$ cat src/rtl/uart_rx_fsm.sv
// Purpose : UART receive control. Detects the start bit, runs the per-bit oversampling
//           edge counter that drives data_sampling, deserializes the frame LSB first,
//           and checks start, parity and stop before presenting the received byte.
// Latency : data_valid rises (1 + DWIDTH + par_en + 1) * prescale + 1 cycles after the
//           cycle in which IDLE sampled rx_in = 0.
// Backpressure: none. The serial line cannot be stalled, so every result is a
//           one-cycle pulse and p_data holds the last good byte until the next one.
//
// Ports:
//   clk              oversampling clock
//   rst              asynchronous, active-low reset
//   rx_in            synchronized serial line, idle high
//   prescale         oversampling ratio (8, 16 or 32), held static while busy
//   par_en, par_typ  parity present / parity type (0 even, 1 odd), latched at start detect
//   sampled_bit      majority-voted bit from data_sampling, valid in the bit-end cycle
//   data_sampling_en enables data_sampling, equal to busy
//   edge_counter     oversampling edge index within the current bit
//   p_data           last good received byte
//   data_valid       one-cycle pulse, p_data updated
//   par_err          one-cycle pulse, parity mismatch
//   stp_err          one-cycle pulse, stop bit sampled 0
//   strt_glitch      one-cycle pulse, start bit sampled 1
//   busy             high in every state except IDLE

module uart_rx_fsm #(
    parameter int PWIDTH = 6,
    parameter int DWIDTH = 8
) (
    input  logic              clk,
    input  logic              rst,
    input  logic              rx_in,
    input  logic [PWIDTH-1:0] prescale,
    input  logic              par_en,
    input  logic              par_typ,
    input  logic              sampled_bit,
    output logic              data_sampling_en,
    output logic [PWIDTH-1:0] edge_counter,
    output logic [DWIDTH-1:0] p_data,
    output logic              data_valid,
    output logic              par_err,
    output logic              stp_err,
    output logic              strt_glitch,
    output logic              busy
);

    // ------------------------------------------------------------------
    // State encoding
    // ------------------------------------------------------------------
    localparam logic [2:0] IDLE   = 3'd0;
    localparam logic [2:0] START  = 3'd1;
    localparam logic [2:0] DATA   = 3'd2;
    localparam logic [2:0] PARITY = 3'd3;
    localparam logic [2:0] STOP   = 3'd4;

    localparam int                BW       = (DWIDTH > 1) ? $clog2(DWIDTH) : 1;
    localparam logic [BW-1:0]     LAST_BIT = BW'(DWIDTH - 1);
    localparam logic [BW-1:0]     BIT_ONE  = BW'(1);
    localparam logic [PWIDTH-1:0] EDGE_ONE = PWIDTH'(1);

    // ------------------------------------------------------------------
    // Registers
    // ------------------------------------------------------------------
    logic [2:0]        r_state;
    logic [PWIDTH-1:0] r_edge_cnt;
    logic [BW-1:0]     r_bit_cnt;
    logic [DWIDTH-1:0] r_shift;
    logic [DWIDTH-1:0] r_p_data;
    logic              r_par_en;
    logic              r_par_typ;
    logic              r_frame_err;
    logic              r_data_valid;
    logic              r_par_err;
    logic              r_stp_err;
    logic              r_strt_glitch;

    // ------------------------------------------------------------------
    // Combinational helpers
    // ------------------------------------------------------------------
    logic [2:0] w_state_nxt;
    logic       w_busy;
    logic       w_bit_end;
    logic       w_last_data;
    logic       w_start_det;
    logic       w_par_exp;
    logic       w_par_bad;

    assign w_busy      = (r_state != IDLE);
    // The last oversampling edge of a bit is where every bit decision is taken;
    // data_sampling has settled its majority vote well before this edge.
    assign w_bit_end   = w_busy && (r_edge_cnt == (prescale - EDGE_ONE));
    assign w_last_data = (r_bit_cnt == LAST_BIT);
    assign w_start_det = (r_state == IDLE) && !rx_in;
    // Expected parity bit: even parity is the XOR of the data, odd is its inverse.
    assign w_par_exp   = (^r_shift) ^ r_par_typ;
    assign w_par_bad   = (sampled_bit != w_par_exp);

    // ------------------------------------------------------------------
    // Next-state logic
    // ------------------------------------------------------------------
    always_comb begin
        w_state_nxt = r_state;
        case (r_state)
            IDLE: begin
                if (!rx_in) begin
                    w_state_nxt = START;
                end
            end
            START: begin
                if (w_bit_end) begin
                    // A start bit that votes high was only noise on the line.
                    w_state_nxt = sampled_bit ? IDLE : DATA;
                end
            end
            DATA: begin
                if (w_bit_end && w_last_data) begin
                    w_state_nxt = r_par_en ? PARITY : STOP;
                end
            end
            PARITY: begin
                if (w_bit_end) begin
                    w_state_nxt = STOP;
                end
            end
            STOP: begin
                if (w_bit_end) begin
                    w_state_nxt = IDLE;
                end
            end
            default: begin
                w_state_nxt = IDLE;
            end
        endcase
    end

    always_ff @(posedge clk or negedge rst) begin
        if (!rst) begin
            r_state <= IDLE;
        end else begin
            r_state <= w_state_nxt;
        end
    end

    // ------------------------------------------------------------------
    // Frame configuration, captured at start detect so a change on the
    // inputs mid-frame cannot alter how the current frame is parsed.
    // ------------------------------------------------------------------
    always_ff @(posedge clk or negedge rst) begin
        if (!rst) begin
            r_par_en  <= 1'b0;
            r_par_typ <= 1'b0;
        end else if (w_start_det) begin
            r_par_en  <= par_en;
            r_par_typ <= par_typ;
        end
    end

    // ------------------------------------------------------------------
    // Oversampling edge counter: held at 0 in IDLE, so the first busy
    // cycle after start detect is edge 0 of the start bit.
    // ------------------------------------------------------------------
    always_ff @(posedge clk or negedge rst) begin
        if (!rst) begin
            r_edge_cnt <= '0;
        end else if (!w_busy || w_bit_end) begin
            r_edge_cnt <= '0;
        end else begin
            r_edge_cnt <= r_edge_cnt + EDGE_ONE;
        end
    end

    // ------------------------------------------------------------------
    // Data bit counter, only meaningful in DATA.
    // ------------------------------------------------------------------
    always_ff @(posedge clk or negedge rst) begin
        if (!rst) begin
            r_bit_cnt <= '0;
        end else if (r_state != DATA) begin
            r_bit_cnt <= '0;
        end else if (w_bit_end) begin
            r_bit_cnt <= w_last_data ? '0 : (r_bit_cnt + BIT_ONE);
        end
    end

    // ------------------------------------------------------------------
    // Deserializer: bits arrive LSB first, so shifting right with the new
    // bit entering at the MSB leaves the first bit in bit 0 after DWIDTH shifts.
    // ------------------------------------------------------------------
    always_ff @(posedge clk or negedge rst) begin
        if (!rst) begin
            r_shift <= '0;
        end else if ((r_state == DATA) && w_bit_end) begin
            r_shift <= {sampled_bit, r_shift[DWIDTH-1:1]};
        end
    end

    // ------------------------------------------------------------------
    // Frame error flag: remembers a parity failure until the stop bit so
    // the byte is not published; cleared whenever the FSM heads to IDLE.
    // ------------------------------------------------------------------
    always_ff @(posedge clk or negedge rst) begin
        if (!rst) begin
            r_frame_err <= 1'b0;
        end else if ((r_state == PARITY) && w_bit_end && w_par_bad) begin
            r_frame_err <= 1'b1;
        end else if (w_state_nxt == IDLE) begin
            r_frame_err <= 1'b0;
        end
    end

    // ------------------------------------------------------------------
    // Result pulses and output byte. Every pulse defaults low so none can
    // ever be wider than one cycle.
    // ------------------------------------------------------------------
    always_ff @(posedge clk or negedge rst) begin
        if (!rst) begin
            r_data_valid  <= 1'b0;
            r_par_err     <= 1'b0;
            r_stp_err     <= 1'b0;
            r_strt_glitch <= 1'b0;
            r_p_data      <= '0;
        end else begin
            r_data_valid  <= 1'b0;
            r_par_err     <= 1'b0;
            r_stp_err     <= 1'b0;
            r_strt_glitch <= 1'b0;
            if (w_bit_end) begin
                case (r_state)
                    START: begin
                        r_strt_glitch <= sampled_bit;
                    end
                    PARITY: begin
                        r_par_err <= w_par_bad;
                    end
                    STOP: begin
                        if (!sampled_bit) begin
                            r_stp_err <= 1'b1;
                        end else if (!r_frame_err) begin
                            r_data_valid <= 1'b1;
                            r_p_data     <= r_shift;
                        end
                    end
                    default: begin
                    end
                endcase
            end
        end
    end

    // ------------------------------------------------------------------
    // Outputs
    // ------------------------------------------------------------------
    assign busy             = w_busy;
    assign data_sampling_en = w_busy;
    assign edge_counter     = r_edge_cnt;
    assign p_data           = r_p_data;
    assign data_valid       = r_data_valid;
    assign par_err          = r_par_err;
    assign stp_err          = r_stp_err;
    assign strt_glitch      = r_strt_glitch;

endmodule

$ cat config.mk
export PLATFORM = sky130hd
export DESIGN_NAME = uart_rx_fsm
export DESIGN_NICKNAME = d
export VERILOG_FILES = /design/src/rtl/uart_rx_fsm.sv
export SDC_FILE = /design/constraint.sdc
export NUM_CORES = 1
export LEC_CHECK = 0
export ABC_AREA = 0
export BUFFER_PORTS_ARGS = -buffer_cell sky130_fd_sc_hd__buf_2
export CORE_AREA = 2 2 57 59
export CTS_BUF_LIST = sky130_fd_sc_hd__clkbuf_2
export CTS_CLUSTER_DIAMETER = 150
export DETAILED_ROUTE_END_ITERATION = 6
export DIE_AREA = 0 0 59 61
export PLACE_DENSITY_LB_ADDON = 0.3
export SYNTH_ARGS = -nofsm -noshare
export SYNTH_HDL_FRONTEND = slang
export SYNTH_SLANG_ARGS = --single-unit
$ cat constraint.sdc
create_clock -name clk -period 3.8 [get_ports clk]
set_clock_uncertainty 0.05 [all_clocks]
set_input_delay 0.57 -clock clk [delete_from_list [all_inputs] [get_ports clk]]
set_output_delay 0.57 -clock clk [all_outputs]
set_load 0.03 [all_outputs]
== Word-level counts from Yosys, hierarchy flattened ==
Cells that the tools add are included.
Storage, ports and cells
  register bits after elaboration: 35
  bits in latches: 0
  memory bits (writable): 0
  ROM bits: 0
  bits of input ports: 12
  output and inout port bits: 20
  logic and storage cells: 66
  memories: 0
Operators by class
  add/subtract/negate cells: 3
  multiply operators: 0
  div/mod/pow operators: 0
  $lt $le $gt $ge: 0
  equality and inequality tests: 8
  shift-type cells: 0
  multiplexer cells: 25
  bitwise operators: 2
  reduce and logical (&&, ||, !) cells: 16
Operators by type and width (count)
  two-way mux 3 bit: 9
  one-hot mux 3 bit (5 select lines): 1
  two-way mux 1 bit: 13
  parity 8 bit: 1
  adder 6 x 1 -> 6 bit, second input constant: 1
  == test 3 x 2 -> 1 bit, second input constant: 2
  == test 3 bit, second input constant: 2
  == test 6 bit: 1
  logical AND 1 bit: 6
  zero test 3 bit: 2
  two-way mux 6 bit: 1
  subtractor 6 x 1 -> 6 bit, second input constant: 1
  AND reduction 4 bit: 1
  nonzero test 2 bit: 2
  adder 3 x 1 -> 3 bit, second input constant: 1
  == test 3 x 1 -> 1 bit, second input constant: 1
  != test 3 x 2 -> 1 bit, second input constant: 1
  nonzero test 3 bit: 1
  zero test 1 bit: 2
  two-way mux 2 bit: 1
  logical OR 1 bit: 1
  != test 1 bit: 1
  NOT 1 bit: 1
  bitwise XOR 1 bit: 1

== Logic depth before layout (Yosys ltp) ==
Gate-level depths: netlist of the first run.
  depth after elaboration: 9
  gate-level depth with buffers: 9
  mapped depth without buffers: 8

== Worst setup path after synthesis of the first run ==
No wires, ideal clock.
  path kind: input-to-reg
  start: input port prescale[0]
  end: register r_p_data[5] (netlist: p_data[5])
  library setup time: 125 ps
  arrival time: 2401 ps
  data required time: 3625 ps
  setup slack: 1224 ps
  cell stages on the path: 9
  buffers on the path: 1
  path through: inv_1 -> ha_1 -> nor2b_1 -> or3_1 -> a31oi_1 -> and2_1 -> buf_6 -> nand4_4 -> mux2_4
On the way
  word-level cells in the longest chain between the ends: 4
Ends and longest elaborated chain
  start: declaration: RTL line 32  | input logic [PWIDTH-1:0] prescale,
  subtractor 6 x 1 -> 6 bit: RTL line 90  | assign w_bit_end = w_busy && (r_edge_cnt == (prescale - EDGE_ONE));
  == test 6 bit: RTL line 90
  logical AND 1 bit: RTL line 90
  AND reduction 4 bit (no line)
  end signal: assignment: RTL line 239  | r_p_data <= r_shift;
  end: declaration: RTL line 67  | logic [DWIDTH-1:0] r_p_data;
No other way between the ends.
A chain may end at the register's enable or synchronous reset.

== Worst setup path in the final report of the first run ==
  start: register r_edge_cnt[5] (netlist: edge_counter[5])
  end: register r_p_data[5] (netlist: p_data[5])
On the way
  word-level cells in the longest chain between the ends: 3
Ends and longest elaborated chain
  start: declaration: RTL line 64  | logic [PWIDTH-1:0] r_edge_cnt;
  start signal: assignment: RTL line 167  | r_edge_cnt <= r_edge_cnt + EDGE_ONE;
  == test 6 bit: RTL line 90
  logical AND 1 bit: RTL line 90
  AND reduction 4 bit (no line)
No other way between the ends.

==> run_results.csv, run 1 <==
group,metric,value,unit
critical_path,crit_arrival,2.98,ns
power,seq_power_share,47.5,%
outcome,status,"completed",
power,p_int,622,µW
sta,setup_tns,0,ns
synth,yosysWarnings,0,
cells_and_area,antenna_cells,0,
synth,syn_area,0.00175,mm²
routing,wirelength,3110,µm
sta,slew_violations,0,
global_route,use_met3,4.48,%
routing,drt_iter0_drc,37,
sta,relSlewSlack,50.1,%
cells_and_area,final_layout_size_suffix_gt1_share,33.7,%
power,combinationalPowerShare,36.3,%
critical_path,worstReg2RegEnd,"p_data[5]$_DFFE_PN0P_",
synth,avgSynthCellArea,11.8,µm²
clock_tree,cts_tree,"done",
sta,tightestPinTransition,0.749,ns
synth,synth_ff_type,"dfrtp_1",
job,drv_cap,0,
routing,vias,1223,
critical_path,path_class,"reg -> reg",
power,switching_share,41.0,%
floorplanning,die_w,59,µm
routing,postRouteAntennaNets,0,
clock_tree,clock_latency,0.38,ns
synth,synthesis.nets,164,
clock_tree,hold_buffers,0,
sta,rsz0062_at_grt,"no",
global_route,grt-ovfl-total,0,
global_route,grt_use_met2,32.7,%
synth,synth_cell_types,38,
routing,drc,0,
clock_tree,cts_buffers,5,
clock_tree,htreeDepth,2,
synth,synth_top_cells_by_area,"dfrtp_1 50%, mux2_2 11%, xnor2_1 6.0%, nor2_1 3.2%, ha_1 2.9%",
power,power_frac_clock,16.2,%
global_route,grt_antenna_before_repair,0,
routing,wl_per_cell,14.3,µm
placement,preCtsSetupSlack,0.657,ns
global_route,busiest_layer,"met2",
power,power.switching,432,µW
sta,setup_viol,0,
sta,hold_ws,0.175,ns
routing,via_per_inst,5.64,
critical_path,r2r_setup_slack,1.06,ns
global_route,grt_pass1_vias,1182,
min_path,hold_class,"in -> async",
synth,synthArstFlopShare,100,%
floorplanning,dieArea,0.00360,mm²
clock_tree,cts_setup_buffers,0,
global_route,grt_use_met1,27.1,%
sta,finalHoldViolCount,0,
critical_path,reg2regPathDepth,6,
placement,hpwl,2390,µm
power,p_leak,0.998,nW
floorplanning,die_height,61,µm
power,cellPowerDensity,538,mW/mm²
clock_tree,post_cts_resized,0,
cells_and_area,nNetsFinal,199,
routing,drt_pass1_iterations,4,
clock_tree,clock-sinks,35,
sta,setup_slack,1.06,ns
clock_tree,cts-root-buf,"clkbuf_2",
floorplanning,core,0.00295,mm²
sta,fin_crit_sh,72.0,%
global_route,track_usage,20.7,%
synth,synth_edf_count,0,
clock_tree,cts.path.max_buffers,2,
sta,layout_min_cycle_time,2.74,ns
synth,syn_inst,148,
global_route,grt_max_degree,36,
floorplanning,start_util,59.2,%
critical_path,startpoint_type,"flip-flop",
placement,gp_congestion,0.914,
synth,yosys.area.top_type,"dfrtp_1",
floorplanning,num_rows,20,
sta,fmax,0.366,GHz
power,ir_worst_vdd,405,µV
placement,portBuffers,31,
clock_tree,clkTransAtPathRegs,0.18,ns
critical_path,r2r_start,"edge_counter[5]$_DFF_PN0_",
floorplanning,io_pins,32,
critical_path,required,4.04,ns
critical_path,path_max_fanout,9,
synth,ys_seq_area_share,50.1,%
synth,ys_ff_latch,35,
global_route,grt_first_pass_wirelength,5410,µm
critical_path,endpoint_kind,"flip-flop",
cells_and_area,area_growth,12.0,%
synth,synth_top_area_share,50.1,%
==> power by group through the flow <==
stage / Combinational [mW] / Clock (mW) / Sequential (mW)
6_report: 0.382 / 0.171 / 0.500
4_1_cts: 0.384 / 0.179 / 0.500
2_1_floorplan: 0.261 / 0 / 0.540
3_3_place_gp: 0.374 / 0 / 0.505
5_1_grt: 0.426 / 0.191 / 0.512
3_5_place_dp: 0.384 / 0 / 0.507
==> per-stage QoR <==
stage / instances / instance area [µm²] / power (mW) / util [%]
final: 217 / 1960 / 1.05 / 66.3
after global routing: 217 / 1960 / 1.13 / 66.3
after CTS: 217 / 1960 / 1.06 / 66.3
after detailed placement: 209 / 1910 / 0.891 / 64.8
after global placement: 209 / 1910 / 0.879 / 64.8
after floorplan: 148 / 1750 / 0.800 / -
==> cell usage after synthesis, drive strengths merged (3+ instances only) <==
master and count:
dfrtp 35, nand3 5, inv 6, ha 4, nor2 15, mux2 18
nand2 7, xnor2 12, nor2b 3, buf 3, mux2i 3, nor3 5
a31oi 3, xor2 5
==> flip-flops by register name (all words and copies together) (netlist names) <==
register and count:
r_par_typ 1, r_frame_err 1, r_par_en 1, par_err 1, data_valid 1, edge_counter 6
r_bit_cnt 3, stp_err 1, p_data 8, strt_glitch 1, r_shift 8, r_state 3
==> kinds of logic (layout without fill, tap and decap cells) <==
kind of cell | count (synthesis) | count (layout) | share of synthesized area, %
mux | 21 | 21 | 13.5
simple gates | 47 | 47 | 14.8
buf+inv | 9 | 45 | 3.01
compound gates | 14 | 14 | 5.87
flops | 35 | 35 | 50.1
fa+ha+maj | 4 | 4 | 2.86
xor+xnor | 18 | 18 | 9.81
==> critical path: stages (launching register included) <==
cell      delay, ns
dfrtp_1        0.45
xnor2_1        0.17
or4b_4         0.53
a211oi_2       0.35
and2_1         0.45
nand4_4        0.29
mux2_4         0.36
==> cell usage in the layout (no fill, tap or decap), drive strengths merged, types with 2 or more instances in the layout <==
cell     n
nor3     5
a211oi   2
o211ai   2
a31oi    3
inv      6
nor2    15
nand2    7
mux2i    3
clkbuf   6
xnor2   12
nor2b    3
or3      2
a21oi    2
dfrtp   35
buf     31
ha       4
xor2     5
mux2    18
nand3    5
==> worst max path at each step <==
stage / depth (start not counted) / endpoint / start / slack, ns
2_1_floorplan: 9 / p_data[5]$_DFFE_PN0P_ / prescale[0] / 1.22
3_3_place_gp: 9 / p_data[5]$_DFFE_PN0P_ / prescale[0] / 0.79
3_5_place_dp: 9 / p_data[5]$_DFFE_PN0P_ / prescale[0] / 0.66
4_1_cts: 6 / p_data[5]$_DFFE_PN0P_ / edge_counter[5]$_DFF_PN0_ / 1.06
5_1_grt: 6 / p_data[1]$_DFFE_PN0P_ / edge_counter[5]$_DFF_PN0_ / 0.91
6_report: 6 / p_data[5]$_DFFE_PN0P_ / edge_counter[5]$_DFF_PN0_ / 1.06
==> metal layers <==
metal	routed length [µm]	up-vias
met5	0	-
met4	59	0
met3	143	9
met2	1510	34
met1	1400	594
li1	-	586
==> layout make-up <==
class	instances	area, µm²
clock buffer	6	30.0
clock inverter	2	12.5
fill	241	996
inverter	6	22.5
multi-input combinational	104	820
sequential	35	876
tap	33	41.3
timing repair buffer	31	155
Power figures use the tool's default switching activity.
==> run 2, diff against run 1 <==
--- a/config.mk
+++ b/config.mk
@@ -7,11 +7,11 @@
 export LEC_CHECK = 0
 export ABC_AREA = 0
 export BUFFER_PORTS_ARGS = -buffer_cell sky130_fd_sc_hd__buf_2
-export CORE_AREA = 2 2 57 59
+export CORE_AREA = 2 2 62 64
 export CTS_BUF_LIST = sky130_fd_sc_hd__clkbuf_2
 export CTS_CLUSTER_DIAMETER = 150
 export DETAILED_ROUTE_END_ITERATION = 6
-export DIE_AREA = 0 0 59 61
+export DIE_AREA = 0 0 64 66
 export PLACE_DENSITY_LB_ADDON = 0.3
 export SYNTH_ARGS = -nofsm -noshare
 export SYNTH_HDL_FRONTEND = slang
==> constraint.sdc (replaced) <==
create_clock -name clk -period 2.3 [get_ports clk]
set_clock_uncertainty 0.05 [all_clocks]
set_input_delay 0.345 -clock clk [delete_from_list [all_inputs] [get_ports clk]]
set_output_delay 0.345 -clock clk [all_outputs]
set_load 0.03 [all_outputs]
==> run 2 against run 1 <==
Compared with the run above: first-iteration DRC count is 27% higher; setup slack worse by 1.0 ns; hold slack worse by 0.038 ns; combinational power is 96% higher; count of clock-buffer cells in the layout stayed put; sequential cell count stayed put; sequential power is 64% higher; global-route usage is 2.2 points lower; clock power is 58% higher; via count is 3.1% higher; die area is 17% higher; critical path type unchanged; largest cell class unchanged; largest power group unchanged; highest routed layer unchanged.
==> run_results.csv, run 2 (synthesis results as in run 1) <==
group,metric,value,unit
global_route,grt-ovfl-total,0,
global_route,track_usage,18.5,%
floorplanning,die_w,64,µm
cells_and_area,antenna_cells,0,
min_path,hp-start,"par_en",
power,ir_worst_vdd,521,µV
min_path,whs_path_depth,2,
power,switching_share,40.9,%
power,seq_power_share,44.5,%
routing,postRouteAntennaNets,0,
critical_path,crit_arrival,2.50,ns
clock_tree,cts-root-buf,"clkbuf_2",
power,cellPowerDensity,866,mW/mm²
placement,preCtsSetupSlack,-0.197,ns
critical_path,path_max_fanout,5,
critical_path,worstReg2RegEnd,"p_data[7]$_DFFE_PN0P_",
min_path,hold_path_end,"r_par_en$_DFFE_PN0P_",
placement,hpwl,2510,µm
routing,via_per_inst,5.13,
critical_path,startpoint_type,"flip-flop",
routing,wirelength,3400,µm
cells_and_area,multi_input_area,863,µm²
clock_tree,clock_latency,0.38,ns
cells_and_area,final_common_cell,"dfrtp_1",
critical_path,endpoint_kind,"flip-flop",
sta,finalHoldViolCount,0,
clock_tree,clkTransAtPathRegs,0.17,ns
critical_path,critical_path.top_delay_family,"simple AND/OR/NAND/NOR gates",
power,combinationalPowerShare,40.8,%
sta,tightestPinTransition,0.753,ns
power,power.switching,752,µW
sta,rsz0062_at_grt,"yes",
floorplanning,num_rows,22,
global_route,grt_pass1_vias,1282,
cells_and_area,layout_common_cells,"34 x dfrtp_1, 31 x buf_2, 17 x mux2_2",
clock_tree,cts_buffers,5,
critical_path,r2r_setup_slack,0.04,ns
sta,fin_crit_sh,98.5,%
routing,drt_iter0_drc,47,
power,p_leak,1.07,nW
critical_path,path_class,"reg -> reg",
routing,drc,0,
floorplanning,dieArea,0.00422,mm²
placement,gp_congestion,0.843,
routing,drt_pass1_iterations,4,
critical_path,worst-path-buf-inv,0,
sta,relSlewSlack,49.8,%
cells_and_area,final_layout_size_suffix_gt1_share,40.9,%
critical_path,required,2.53,ns
critical_path,slowest_stage,"or4b_4",
min_path,hold_class,"in -> reg",
critical_path,reg2regPathDepth,6,
sta,setup_slack,0.0356,ns
critical_path,r2r_start,"edge_counter[5]$_DFF_PN0_",
routing,wl_per_cell,13.8,µm
critical_path,slowest_delay,0.54,ns
clock_tree,cts.path.max_buffers,2,
cells_and_area,nFillCells,306,
cells_and_area,area_growth,21.5,%
placement,placed_cells,236,
clock_tree,clock-sinks,35,
power,p_int,1.09,mW
global_route,grt_antenna_before_repair,0,
global_route,grt_max_degree,36,
sta,slew_violations,0,
floorplanning,start_util,49.2,%
job,drv_cap,0,
outcome,status,"completed",
floorplanning,die_height,66,µm
sta,layout_min_cycle_time,2.26,ns
critical_path,worstPathCellList,"xnor2_2, or4b_4, a211oi_4, and2_4, nand4_2, mux2_2",
clock_tree,htreeDepth,2,
global_route,grt_first_pass_wirelength,5930,µm
sta,fmax,0.442,GHz
cells_and_area,nNetsFinal,214,
routing,vias,1261,
sta,setup_viol,0,
power,power_frac_clock,14.7,%
cells_and_area,stdcell_count,246,
floorplanning,core,0.00355,mm²
clock_tree,cts_tree,"done",
placement,portBuffers,31,
cells_and_area,seqCellArea,877,µm²
floorplanning,io_pins,32,
## run 2: timing repair
item | 4_1_cts | 5_1_grt
cloned | 1 | 0
resized for setup | 2 | 3
setup buffers | 0 | 1
setup endpoints to repair | 14 | 18
hold buffers | 1 | 0
endpoints found under the hold margin | 34 | 0
## run 2: per-stage QoR
stage | instance area (µm²) | util (%) | hold WS, ns | setup TNS [ns] | total power [mW]
floorplan | 1760 | - | -0.000591 | -0.404 | 1.34
finish | 2120 | 59.8 | 0.136 | 0 | 1.84
global route | 2120 | 59.8 | 0.110 | -0.271 | 1.97
detailed placement | 2040 | 57.4 | 0.408 | -3.25 | 1.55
CTS | 2100 | 59.2 | 0.133 | 0 | 1.83
global placement | 2040 | 57.4 | 0.396 | -1.41 | 1.53
## run 2: layer usage
metal  track usage, %  up-vias  routed length, µm
met5                0        -                  0
met4             6.52        0                 53
met3             5.79        6                133
met2             30.9       20               1710
met1             22.6      618               1510
li1                 -      617                  -
## run 2: worst reg2reg max path, stage by stage (launching register included)
cell and delay [ns]:
dfrtp_2 0.46, xnor2_2 0.14, or4b_4 0.54, a211oi_4 0.23
and2_4 0.23, nand4_2 0.19, mux2_2 0.33
## run 2: how the worst max path moves through the flow
stage                                          from  slack (ns)  cells past startpoint               endpoint
after global placement                  prescale[0]       -0.12                      7  p_data[5]$_DFFE_PN0P_
after detailed placement                prescale[0]       -0.20                      7  p_data[5]$_DFFE_PN0P_
final                     edge_counter[5]$_DFF_PN0_        0.04                      6  p_data[7]$_DFFE_PN0P_
after global routing      edge_counter[5]$_DFF_PN0_       -0.05                      6  p_data[7]$_DFFE_PN0P_
after CTS                 edge_counter[5]$_DFF_PN0_        0.03                      7   r_state[1]$_DFF_PN0_
after floorplan           edge_counter[5]$_DFF_PN0_       -0.07                      7  p_data[5]$_DFFE_PN0P_
## run 2: power by group through the flow
stage	Sequential [mW]	Clock (mW)	Combinational, mW
after floorplan	0.893	0	0.445
after global placement	0.822	0	0.707
after detailed placement	0.827	0	0.727
after CTS	0.815	0.276	0.742
after global routing	0.836	0.311	0.823
final	0.819	0.270	0.749
## run 2: area by class of cell
type / instances / share of cell area [%]
tap: 48 / 2.83
inverter: 6 / 1.06
timing repair buffer: 45 / 12.4
clock inverter: 1 / 0.354
sequential: 35 / 41.3
multi-input combinational: 105 / 40.7
clock buffer: 6 / 1.41
